--- config.mk ---
export PLATFORM = sky130hd
export DESIGN_NAME = dec2_4_pulse_flat
export DESIGN_NICKNAME = d
export VERILOG_FILES = /design/src/rtl/dec2_4_pulse_if.sv /design/src/rtl/dec2_4_pulse.sv /design/src/flat_wrapper.sv
export SDC_FILE = /design/constraint.sdc
export NUM_CORES = 1
export LEC_CHECK = 0
export ABC_AREA = 0
export CORE_ASPECT_RATIO = 1.5
export CORE_MARGIN = 2
export CORE_UTILIZATION = 54
export CTS_CLUSTER_SIZE = 20
export DETAILED_ROUTE_END_ITERATION = 12
export GPL_TIMING_DRIVEN = 0
export PLACE_DENSITY_LB_ADDON = 0.25
export SETUP_SLACK_MARGIN = 0.15
export SYNTH_ARGS = -nofsm -noshare
export SYNTH_HDL_FRONTEND = slang
export SYNTH_SLANG_ARGS = --single-unit
export TNS_END_PERCENT = 100
--- constraint.sdc ---
create_clock -name clk -period 2.9 [get_ports clk]
set_clock_uncertainty 0.2 [all_clocks]
set_input_delay 0.435 -clock clk [delete_from_list [all_inputs] [get_ports clk]]
set_output_delay 0.435 -clock clk [all_outputs]
set_load 0.01 [all_outputs]
--- src/rtl/dec2_4_pulse_if.sv ---
// Purpose: encoded request bus between an encoder-side master and dec2_4_pulse.
// Latency: none, signal bundle only.
// Backpressure: master offers Y with V; codes offered while ACCEPT=0 are dropped.
//
// Signals:
//   Y[1:0]  code to decode          (master -> slave)
//   V       code valid strobe       (master -> slave)
//   ACCEPT  FIFO not full           (slave -> master)
//   O[3:0]  one-hot pulse output    (slave -> master)
//   BUSY    pulse or gap in flight  (slave -> master)
//   CNT[2:0] FIFO occupancy 0..4    (slave -> master)
//   OVF     sticky overflow flag    (slave -> master)
interface dec2_4_pulse_if;
  logic [1:0] Y;
  logic       V;
  logic       ACCEPT;
  logic [3:0] O;
  logic       BUSY;
  logic [2:0] CNT;
  logic       OVF;

  modport master (
    output Y, V,
    input  ACCEPT, O, BUSY, CNT, OVF
  );

  modport slave (
    input  Y, V,
    output ACCEPT, O, BUSY, CNT, OVF
  );
endinterface

--- src/rtl/dec2_4_pulse.sv ---
// Purpose: queue 2-bit codes and replay each as a one-hot pulse of HOLD_CYCLES cycles.
// Latency: code written at edge n into an empty idle block drives O after edge n+1.
// Backpressure: ACCEPT drops when the 4-entry FIFO is full; offered codes then set OVF.
//
// Ports:
//   clk    rising-edge clock
//   reset  synchronous active-high reset
//   bus    dec2_4_pulse_if slave: Y/V in; ACCEPT, O, BUSY, CNT, OVF out
// Parameters:
//   HOLD_CYCLES  cycles each pulse stays high, 1..15
module dec2_4_pulse #(
  parameter int unsigned HOLD_CYCLES = 2
) (
  input  logic           clk,
  input  logic           reset,
  dec2_4_pulse_if.slave  bus
);

  typedef enum logic [1:0] {
    S_IDLE  = 2'd0,
    S_DRIVE = 2'd1,
    S_GAP   = 2'd2
  } state_t;

  // Hold counter reloads with HOLD_CYCLES-1 so the pulse stays up for the
  // load cycle plus HOLD_CYCLES-1 decrement cycles.
  localparam logic [3:0] HC_LOAD = 4'(HOLD_CYCLES - 1);

  // FIFO storage and bookkeeping
  logic [1:0] r_mem [4];
  logic [1:0] r_wptr;
  logic [1:0] r_rptr;
  logic [2:0] r_cnt;
  logic       r_ovf;

  // Pulse sequencer
  state_t     r_state;
  state_t     w_state_nxt;
  logic [3:0] r_hc;
  logic [3:0] w_hc_nxt;
  logic [3:0] r_o;
  logic [3:0] w_o_nxt;
  logic       w_pop;

  logic       w_accept;
  logic       w_wr;
  logic [1:0] w_head;
  logic [3:0] w_head_onehot;

  // ACCEPT looks only at the registered count, so a pop in the same cycle
  // does not open a slot for a code offered while full.
  assign w_accept      = (r_cnt != 3'd4);
  assign w_wr          = bus.V & w_accept;
  assign w_head        = r_mem[r_rptr];
  assign w_head_onehot = 4'b0001 << w_head;

  // Next-state / output logic. The FSM only sees registered occupancy, so a
  // code written into an empty FIFO is picked up one cycle later.
  always_comb begin
    w_state_nxt = r_state;
    w_hc_nxt    = r_hc;
    w_o_nxt     = r_o;
    w_pop       = 1'b0;

    case (r_state)
      S_IDLE: begin
        w_o_nxt = 4'b0000;
        if (r_cnt != 3'd0) begin
          w_pop       = 1'b1;
          w_o_nxt     = w_head_onehot;
          w_hc_nxt    = HC_LOAD;
          w_state_nxt = S_DRIVE;
        end
      end

      S_DRIVE: begin
        if (r_hc != 4'd0) begin
          w_hc_nxt = r_hc - 4'd1;
        end else begin
          w_o_nxt     = 4'b0000;
          w_state_nxt = S_GAP;
        end
      end

      S_GAP: begin
        // Exactly one idle cycle between pulses: either reload here or park.
        if (r_cnt != 3'd0) begin
          w_pop       = 1'b1;
          w_o_nxt     = w_head_onehot;
          w_hc_nxt    = HC_LOAD;
          w_state_nxt = S_DRIVE;
        end else begin
          w_state_nxt = S_IDLE;
        end
      end

      default: begin
        w_o_nxt     = 4'b0000;
        w_hc_nxt    = 4'd0;
        w_state_nxt = S_IDLE;
      end
    endcase
  end

  // Sequencer registers
  always_ff @(posedge clk) begin
    if (reset) begin
      r_state <= S_IDLE;
      r_hc    <= 4'd0;
      r_o     <= 4'b0000;
    end else begin
      r_state <= w_state_nxt;
      r_hc    <= w_hc_nxt;
      r_o     <= w_o_nxt;
    end
  end

  // FIFO registers; simultaneous write and pop leave the count unchanged
  // while both pointers advance.
  always_ff @(posedge clk) begin
    if (reset) begin
      for (int i = 0; i < 4; i++) begin
        r_mem[i] <= 2'b00;
      end
      r_wptr <= 2'd0;
      r_rptr <= 2'd0;
      r_cnt  <= 3'd0;
      r_ovf  <= 1'b0;
    end else begin
      if (w_wr) begin
        r_mem[r_wptr] <= bus.Y;
        r_wptr        <= r_wptr + 2'd1;
      end
      if (w_pop) begin
        r_rptr <= r_rptr + 2'd1;
      end
      case ({w_wr, w_pop})
        2'b10:   r_cnt <= r_cnt + 3'd1;
        2'b01:   r_cnt <= r_cnt - 3'd1;
        default: r_cnt <= r_cnt;
      endcase
      if (bus.V && !w_accept) begin
        r_ovf <= 1'b1;
      end
    end
  end

  assign bus.O      = r_o;
  assign bus.BUSY   = (r_state != S_IDLE);
  assign bus.CNT    = r_cnt;
  assign bus.ACCEPT = w_accept;
  assign bus.OVF    = r_ovf;

endmodule

--- src/flat_wrapper.sv ---
// flat-port wrapper written by rule: the top's interface ports become plain ports
module dec2_4_pulse_flat 
#(
  parameter int unsigned HOLD_CYCLES = 2
)
  (clk, reset, bus_Y, bus_V, bus_ACCEPT, bus_O, bus_BUSY, bus_CNT, bus_OVF);
  dec2_4_pulse_if bus_i ();
  input  logic clk;
  input  logic reset;
  input wire logic [$bits(bus_i.Y)-1:0] bus_Y;
  input wire logic [$bits(bus_i.V)-1:0] bus_V;
  output wire logic [$bits(bus_i.ACCEPT)-1:0] bus_ACCEPT;
  output wire logic [$bits(bus_i.O)-1:0] bus_O;
  output wire logic [$bits(bus_i.BUSY)-1:0] bus_BUSY;
  output wire logic [$bits(bus_i.CNT)-1:0] bus_CNT;
  output wire logic [$bits(bus_i.OVF)-1:0] bus_OVF;
  assign bus_i.Y = bus_Y;
  assign bus_i.V = bus_V;
  assign bus_ACCEPT = bus_i.ACCEPT;
  assign bus_O = bus_i.O;
  assign bus_BUSY = bus_i.BUSY;
  assign bus_CNT = bus_i.CNT;
  assign bus_OVF = bus_i.OVF;
  dec2_4_pulse #(.HOLD_CYCLES(HOLD_CYCLES)) u_core (.clk(clk), .reset(reset), .bus(bus_i));
endmodule
==> results of run 1 <==
==> per-layer routing <==
layer / up-vias / track usage
li1: 478 / -
met1: 451 / 0.201
met2: 17 / 0.364
met3: 7 / 0.0372
met4: 0 / 0.0909
met5: - / 0
==> repair_timing <==
item | CTS | global route
hold buffers | 0 | 0
buffers inserted | 2 | 1
setup endpoints to repair | 1 | 1
resized for setup | 5 | 2
hold endpoints to repair | 0 | 0
gates cloned | 0 | 0
pin swaps | 0 | 0
==> where the power goes <==
| part | total [mW] | leakage (nW) | internal (mW) | switching [mW] |
|---|---|---|---|---|
| registers | 0.550 | 0.249 | 0.498 | 0.0520 |
| logic | 0.617 | 0.310 | 0.293 | 0.324 |
| clock network | 0.223 | 0.0261 | 0.106 | 0.117 |
==> final timing paths <==
check             slack [ns]              start           endpoint  depth (start not counted)
setup / recovery        0.21  u_core.bus.CNT[0]  u_core.bus.CNT[2]                         10
setup reg to reg        0.21  u_core.bus.CNT[0]  u_core.bus.CNT[2]                         10
hold / removal          0.27    u_core.bus.O[2]    u_core.bus.O[2]                          1
hold reg to reg         0.27    u_core.bus.O[2]    u_core.bus.O[2]                          1
==> synth_stat cells, drive strengths merged (5+ instances only) <==
cell / number
a21oi: 8
dfxtp: 20
o21ai: 5
inv: 9
nor3: 5
edfxtp: 8
nor2: 21
==> logic make-up after synthesis <==
kind of cell    share of synthesized area
compound gates                      0.117
simple gates                        0.205
mux                                0.0353
xor+xnor                           0.0412
buf+inv                            0.0540
fa+ha+maj                          0.0451
flops                               0.502
==> state kept, by name, summed over array words and instances (netlist names), named ones only <==
name            cells
u_core.r_rptr       2
u_core.r_wptr       2
u_core.r_mem        8
u_core.bus.CNT      3
u_core.r_state      2
u_core.bus.OVF      1
u_core.bus.O        4
u_core.r_hc         4
==> layout make-up <==
cell class                 instances  area (um^2)  area share
buffer                             6         35.0      0.0229
sequential                        28          649       0.425
timing repair buffer              17          163       0.106
multi-input combinational         84          571       0.373
clock buffer                       4         47.5      0.0311
inverter                           9         33.8      0.0221
tap                               23         28.8      0.0188
==> through the flow <==
stage	hold slack [ns]	cells	power (mW)	area, um^2	worst slack (ns)
after CTS	0.278	170	1.38	1520	0.150
after floorplan	0.263	127	0.959	1270	0.179
final	0.272	171	1.39	1530	0.214
after global routing	0.304	171	1.48	1530	0.140
after detailed placement	0.252	164	1.13	1440	0.0518
after global placement	0.239	164	1.10	1440	0.0953
==> run summary, run 1 <==
outcome -> finished, final reports clean
FILL cells -> 184
antenna viol nets, final -> 0
final cell utilization of the core -> 0.684
die height -> 63.5 um
Hold Fails Final Rpt -> 0
Synth area leader -> dfxtp_1
fraction of layout cells with a size suffix above 1 -> 0.155
Distinct cells, synth -> 37
std cell rows -> 21
DR top layer -> met4
Synth top area share -> 0.314
pin count of the biggest net entering global routing -> 17
met2 WL post-DR -> 1.37 mm
clk buf depth -> 2
drt drc -> 0
nets -> 158
CTS tree -> done
Post-Route WL -> 2.46 mm
Avg Cell Area, Syn -> 10.0 um^2
ys async rst share -> 0
initial antenna violation count -> 0
total number of vias -> 953
Detailed Place HPWL -> 1.76 mm
Max Cap Viol -> 0
Critical Path RT -> 2.98 ns
slowest CP cell -> or3_2
Num CTS Buffers -> 3
Vias/cell -> 5.57
critical path's top delay family -> simple AND/OR/NAND/NOR gates
Final TNS setup -> 0 ns
Fmax achieved -> 0.372 GHz
slowest cell delay on critical path -> 0.42 ns
Post-synth top flop -> dfxtp_1
total global-route track usage -> 0.197
DR WL/cell -> 14.4 um
Clock Latency Late Sink -> 0.34 ns
Mapped Cells -> 127
P&R area growth vs syn -> 19.8%
Max VDD drop -> 0.479 mV
final period utilization -> 0.926
Placeable Area -> 2230 um^2
Crit Path Class -> reg -> reg
IO Count -> 15
# clock sinks -> 28
routability cong. -> 0.769
Final Slew Violations -> 0
Worst Setup End Kind -> flip-flop
YS warnings -> 0
most frequent cells in the layout -> nor2_1 (21), dfxtp_1 (17), clkdlybuf4s50_1 (14)
Lkg Pwr -> 0.585 nW
Post-Syn Area -> 1270 um^2
1st-iter DRT viols -> 53
Die ar. -> 2770 um^2
FF+latch count, synth -> 28
PortBufs -> 14
CP bufs+invs -> 3
vias in the first global route -> 992
Final min period -> 2.69 ns
dominant cells by area after synthesis -> dfxtp_1 (31%), edfxtp_1 (19%), nor2_1 (6.2%)
Ant. Diodes -> 0
Power Dens Cells -> 910 nW/um^2
critical path cell sequence -> or3b_4 -> and2_4 -> buf_6 -> inv_1 -> ha_2 -> inv_1 -> fa_2 -> xor2_1 -> or3_2 -> a21oi_1
crit-path most repeated cell -> inv_1
Slew @ Worst Pin -> 0.543 ns
final count of negative-setup-slack endpoints -> 0
CP arrival -> 2.76 ns
width of the chip -> 43.7 um
initial core utilization -> 0.571
commonest non-fill, non-tap cell in the layout -> nor2_1
Startpoint Class -> flip-flop
Detailed Routing Iterations Pass 1 -> 4
GRT Residual Overflow -> 0
number of synthesized flops with an enable pin -> 8
slew margin rel. -> 0.635
Seq/Total Area, Yosys -> 0.502
RSZ-0062 raised after global routing -> false
worst min path class -> reg -> reg
first-pass GRT wire length -> 4.09 mm
root buf cell -> clkbuf_4
Mapped Nets -> 136
Worst-path clk slew -> 0.15 ns
worst-path fanout max -> 6
wire length on met3 -> 60 um
htree depth -> 1
met1 WL -> 975 um
Note: power is estimated with default switching activity, not from simulation.
==> inputs of run 2 (changes only) <==
--- a/config.mk
+++ b/config.mk
@@ -6,9 +6,11 @@
 export NUM_CORES = 1
 export LEC_CHECK = 0
 export ABC_AREA = 0
+export CELL_PAD_IN_SITES_DETAIL_PLACEMENT = 0
+export CELL_PAD_IN_SITES_GLOBAL_PLACEMENT = 1
 export CORE_ASPECT_RATIO = 1.5
 export CORE_MARGIN = 2
-export CORE_UTILIZATION = 54
+export CORE_UTILIZATION = 42
 export CTS_CLUSTER_SIZE = 20
 export DETAILED_ROUTE_END_ITERATION = 12
 export GPL_TIMING_DRIVEN = 0
==> run 2 against run 1 <==
Die area is 26% higher. Non-clock buffer count is 3 lower. First-iteration DRC count is 66% lower. Final cell count is 7.6% higher. Utilization is 15 points lower. Sequential power hardly changed. Clock power is 6% higher. Fmax is 2.1% higher. Sequential share of layout area is 0.46 points lower. Final area is 0.90% higher. Largest power group unchanged.
==> run summary, run 2 (synthesis gave the netlist of run 1 again) <==
outcome -> finished, final reports clean
critical path cell sequence -> or3b_4 -> and2_4 -> buf_6 -> inv_2 -> ha_4 -> inv_1 -> fa_2 -> xor2_1 -> or3_2 -> a21oi_1
Hold Fails Final Rpt -> 0
switching share of power -> 0.342
commonest non-fill, non-tap cell in the layout -> nor2_1
GRT Residual Overflow -> 0
die height -> 71.5 um
DR top layer -> met4
1st-iter DRT viols -> 18
part of the power in registers -> 0.401
Clock power frac -> 0.171
slew margin rel. -> 0.647
worst-path fanout max -> 6
initial core utilization -> 0.438
Gate power share -> 0.428
Detailed Routing Iterations Pass 1 -> 4
RSZ-0062 raised after global routing -> false
Die ar. -> 3500 um^2
nets -> 155
max reg flops -> 8
Ant. Diodes -> 0
Critical Path RT -> 2.90 ns
Worst Hold Path EP -> u_core.bus.O[0]
FILL cells -> 298
RR Endpoint -> u_core.bus.CNT[2]
fraction of layout cells with a size suffix above 1 -> 0.138
final period utilization -> 0.907
P&R area growth vs syn -> 20.9%
most flop-heavy register -> u_core.r_mem
Max Cap Viol -> 0
Placeable Area -> 2910 um^2
width of the chip -> 49.0 um
met1 WL -> 1.02 mm
total number of vias -> 918
routability cong. -> 0.806
P_int -> 908 uW
slowest CP cell -> or3b_4
CTS tree -> done
Startpoint Class -> flip-flop
Num CTS Buffers -> 3
critical path's top delay family -> simple AND/OR/NAND/NOR gates
worst min path class -> reg -> reg
drt drc -> 0
pin count of the biggest net entering global routing -> 16
final count of negative-setup-slack endpoints -> 0
most frequent cells in the layout -> nor2_1 (21), dfxtp_1 (18), clkdlybuf4s50_1 (14)
antenna viol nets, final -> 0
wire length on met3 -> 57 um
Detailed Place HPWL -> 1.74 mm
final cell utilization of the core -> 0.529
R2R Path Start -> u_core.bus.CNT[0]
initial antenna violation count -> 0
Worst-path clk slew -> 0.09 ns
met2 WL post-DR -> 1.20 mm
Tot Pwr -> 1.38 mW
Clock Latency Late Sink -> 0.27 ns
Worst Reg2Reg Path Length in Cells -> 10
IO Count -> 15
Final min period -> 2.63 ns
Power Dens Cells -> 895 nW/um^2
std cell rows -> 24
Lkg Pwr -> 0.572 nW
htree depth -> 1
# clock sinks -> 28
first-pass GRT wire length -> 4.10 mm
Final TNS setup -> 0 ns
Worst Setup End Kind -> flip-flop
DR WL/cell -> 12.5 um
CTS Hold Bufs -> 0
vias in the first global route -> 913
clk buf depth -> 2
CP bufs+invs -> 3
Post-Route WL -> 2.30 mm
HP Start -> u_core.bus.O[0]
Vias/cell -> 4.99
total global-route track usage -> 0.149
slowest cell delay on critical path -> 0.41 ns
CP arrival -> 2.63 ns
Fmax achieved -> 0.380 GHz
root buf cell -> clkbuf_8
P_sw -> 472 uW
flop2flop setup slack -> 0.27 ns
PortBufs -> 14
Max VDD drop -> 0.485 mV
Slew @ Worst Pin -> 0.525 ns
Crit Path Class -> reg -> reg
Hold Path Cell Cnt -> 1
Final Slew Violations -> 0
Setup Buffers After CTS -> 0
## run 2: worst reg2reg max path, cell delays in order (launching register included)
cell     delay, ns
dfxtp_4       0.37
or3b_4        0.41
and2_4        0.17
buf_6         0.12
inv_2         0.07
ha_4          0.14
inv_1         0.05
fa_2          0.33
xor2_1        0.16
or3_2         0.40
a21oi_1       0.14
## run 2: what timing repair did
| item | in CTS | in global routing |
|---|---|---|
| resized for setup | 3 | 5 |
| endpoints found under the setup margin | 1 | 1 |
| gates cloned | 0 | 0 |
## run 2: worst max-delay path by stage
stage	startpoint	endpoint	slack [ns]	depth (start not counted)
floorplan	u_core.bus.CNT[2]	u_core.bus.CNT[2]	0.18	10
global placement	bus_V	u_core.bus.CNT[2]	0.1	10
detailed placement	bus_V	u_core.bus.CNT[2]	0.07	10
CTS	u_core.bus.CNT[0]	u_core.bus.CNT[2]	0.16	10
global route	u_core.bus.CNT[0]	u_core.bus.CNT[2]	0.19	10
finish	u_core.bus.CNT[0]	u_core.bus.CNT[2]	0.27	10
## run 2: routing by layer
layer,track usage,vias up
met4,0.0571,0
li1,-,472
met1,0.185,431
met3,0.0208,2
met2,0.260,13
met5,0,-
## run 2: stage by stage
stage | hold slack [ns] | instance area, um^2 | worst slack (ns) | cells
floorplan | 0.263 | 1270 | 0.179 | 127
global placement | 0.239 | 1460 | 0.0981 | 180
detailed placement | 0.244 | 1460 | 0.0727 | 180
CTS | 0.268 | 1520 | 0.161 | 184
global route | 0.292 | 1540 | 0.187 | 184
finish | 0.261 | 1540 | 0.269 | 184
## run 2: final cells by class
| type | instances | area, um^2 | area share |
|---|---|---|---|
| clock buffer | 4 | 55.1 | 0.0357 |
| tap | 39 | 48.8 | 0.0317 |
| timing repair buffer | 14 | 140 | 0.0909 |
| buffer | 6 | 35.0 | 0.0227 |
| multi-input combinational | 84 | 581 | 0.377 |
| sequential | 28 | 648 | 0.420 |
| inverter | 9 | 33.8 | 0.0219 |
## run 2: power by group through the flow
stage                     registers, mW  logic [mW]  clock network [mW]
after floorplan                   0.558       0.402                   0
after global placement            0.557       0.557                   0
after detailed placement          0.560       0.570                   0
after CTS                         0.553       0.574               0.243
after global routing              0.567       0.671               0.257
final                             0.553       0.590               0.236
==> inputs of run 3 (changes only) <==
--- a/config.mk
+++ b/config.mk
@@ -14,6 +14,7 @@
 export CTS_CLUSTER_SIZE = 20
 export DETAILED_ROUTE_END_ITERATION = 12
 export GPL_TIMING_DRIVEN = 0
+export MAX_ROUTING_LAYER = met4
 export PLACE_DENSITY_LB_ADDON = 0.25
 export SETUP_SLACK_MARGIN = 0.15
 export SYNTH_ARGS = -nofsm -noshare
==> run 3 against run 2 <==
Fmax about the same. Die area unchanged. First-iteration DRC count up 17%. Final cell count unchanged. Largest power group unchanged. Highest routed layer unchanged.
==> run summary, run 3 (synthesis gave the netlist of run 1 again) <==
total global-route track usage -> 0.153
Lkg Pwr -> 0.572 nW
routability cong. -> 0.818
Final Slew Violations -> 0
Num CTS Buffers -> 3
RSZ-0062 raised after global routing -> false
Worst-path clk slew -> 0.09 ns
die height -> 71.5 um
Final min period -> 2.63 ns
Worst Hold Path EP -> u_core.bus.O[0]
Clock power frac -> 0.171
flop2flop setup slack -> 0.27 ns
P_int -> 908 uW
clk buf depth -> 2
outcome -> finished, final reports clean
switching share of power -> 0.342
width of the chip -> 49.0 um
PortBufs -> 14
max reg flops -> 8
Worst Reg2Reg Path Length in Cells -> 10
Worst Setup SP -> u_core.bus.CNT[0]
wire length on met3 -> 57 um
most flop-heavy register -> u_core.r_mem
Gate power share -> 0.428
commonest non-fill, non-tap cell in the layout -> nor2_1
Max Cap Viol -> 0
Power Dens Cells -> 895 nW/um^2
root buf cell -> clkbuf_8
Crit Path Class -> reg -> reg
slew margin rel. -> 0.647
R2R Path Start -> u_core.bus.CNT[0]
final period utilization -> 0.907
worst-path fanout max -> 6
Final TNS setup -> 0 ns
Setup Buffers After CTS -> 0
final cell utilization of the core -> 0.529
nets -> 155
# clock sinks -> 28
most frequent cells in the layout -> nor2_1 (21), dfxtp_1 (18), clkdlybuf4s50_1 (14)
antenna viol nets, final -> 0
GRT Residual Overflow -> 0
dpl ws -> 0.0727 ns
Slew @ Worst Pin -> 0.525 ns
worst min path class -> reg -> reg
Fmax achieved -> 0.380 GHz
P&R area growth vs syn -> 20.9%
Die ar. -> 3500 um^2
final count of negative-setup-slack endpoints -> 0
pin count of the biggest net entering global routing -> 16
IO Count -> 15
DR top layer -> met4
Critical Path RT -> 2.90 ns
HP Start -> u_core.bus.O[0]
Hold Fails Final Rpt -> 0
met2 WL post-DR -> 1.20 mm
Placeable Area -> 2910 um^2
Detailed Place HPWL -> 1.74 mm
RR Endpoint -> u_core.bus.CNT[2]
initial core utilization -> 0.438
vias in the first global route -> 913
1st-iter DRT viols -> 21
drt drc -> 0
Vias/cell -> 4.99
Final WS setup -> 0.269 ns
Worst Setup End Kind -> flip-flop
Hold Path Cell Cnt -> 1
Max VDD drop -> 0.485 mV
initial antenna violation count -> 0
DR WL/cell -> 12.5 um
fraction of layout cells with a size suffix above 1 -> 0.138
Detailed Routing Iterations Pass 1 -> 4
Post-Route WL -> 2.30 mm
std cell rows -> 24
htree depth -> 1
total number of vias -> 918
part of the power in registers -> 0.401
first-pass GRT wire length -> 4.09 mm
Clock Latency Late Sink -> 0.27 ns
CP arrival -> 2.63 ns
Ant. Diodes -> 0
P_sw -> 472 uW
CTS tree -> done
Startpoint Class -> flip-flop
met1 WL -> 1.02 mm
[run 3: cell counts in the layout (fill, tap and decap cells not counted)]
No cell type changed its count.
[run 3: metrics by stage]
step / hold WS (ns) / instance area [um^2] / total power [mW] / instances
floorplan: 0.263 / 1270 / 0.959 / 127
global placement: 0.239 / 1460 / 1.11 / 180
detailed placement: 0.244 / 1460 / 1.13 / 180
CTS: 0.268 / 1520 / 1.37 / 184
global route: 0.292 / 1540 / 1.49 / 184
finish: 0.261 / 1540 / 1.38 / 184
[run 3: layout make-up]
| cell class | instances | area (um^2) |
|---|---|---|
| multi-input cells | 84 | 581 |
| inverters | 9 | 33.8 |
| well taps | 39 | 48.8 |
| repair buffers | 14 | 140 |
| clock buffers | 4 | 55.1 |
| fillers | 298 | 1370 |
| flip-flops and latches | 28 | 648 |
| plain buffers | 6 | 35.0 |
[run 3: critical path, stage by stage, from the launching register on]
cell,delay (ns)
dfxtp_4,0.37
or3b_4,0.41
and2_4,0.17
buf_6,0.12
inv_2,0.07
ha_4,0.14
inv_1,0.05
fa_2,0.33
xor2_1,0.16
or3_2,0.40
a21oi_1,0.14
[run 3: routing by layer]
metal / global-route usage / vias up
li1: - / 472
met2: 0.260 / 13
met1: 0.185 / 431
met5: - / -
met3: 0.0208 / 2
met4: 0.0571 / 0
[run 3: how the worst max path moves through the flow]
stage                              to  slack [ns]
global placement    u_core.bus.CNT[2]         0.1
floorplan           u_core.bus.CNT[2]        0.18
CTS                 u_core.bus.CNT[2]        0.16
finish              u_core.bus.CNT[2]        0.27
detailed placement  u_core.bus.CNT[2]        0.07
global route        u_core.bus.CNT[2]        0.19
[run 3: power groups by stage]
stage / Clock, mW / Combinational, mW / Sequential, mW
floorplan: 0 / 0.402 / 0.558
global placement: 0 / 0.557 / 0.557
detailed placement: 0 / 0.570 / 0.560
CTS: 0.243 / 0.574 / 0.553
global route: 0.257 / 0.671 / 0.567
finish: 0.236 / 0.590 / 0.553
[run 3: timing repair]
action,CTS,global route
gates resized for setup,3,5
endpoints found under the setup margin,1,1
cloned,0,0
hold buffers,0,0
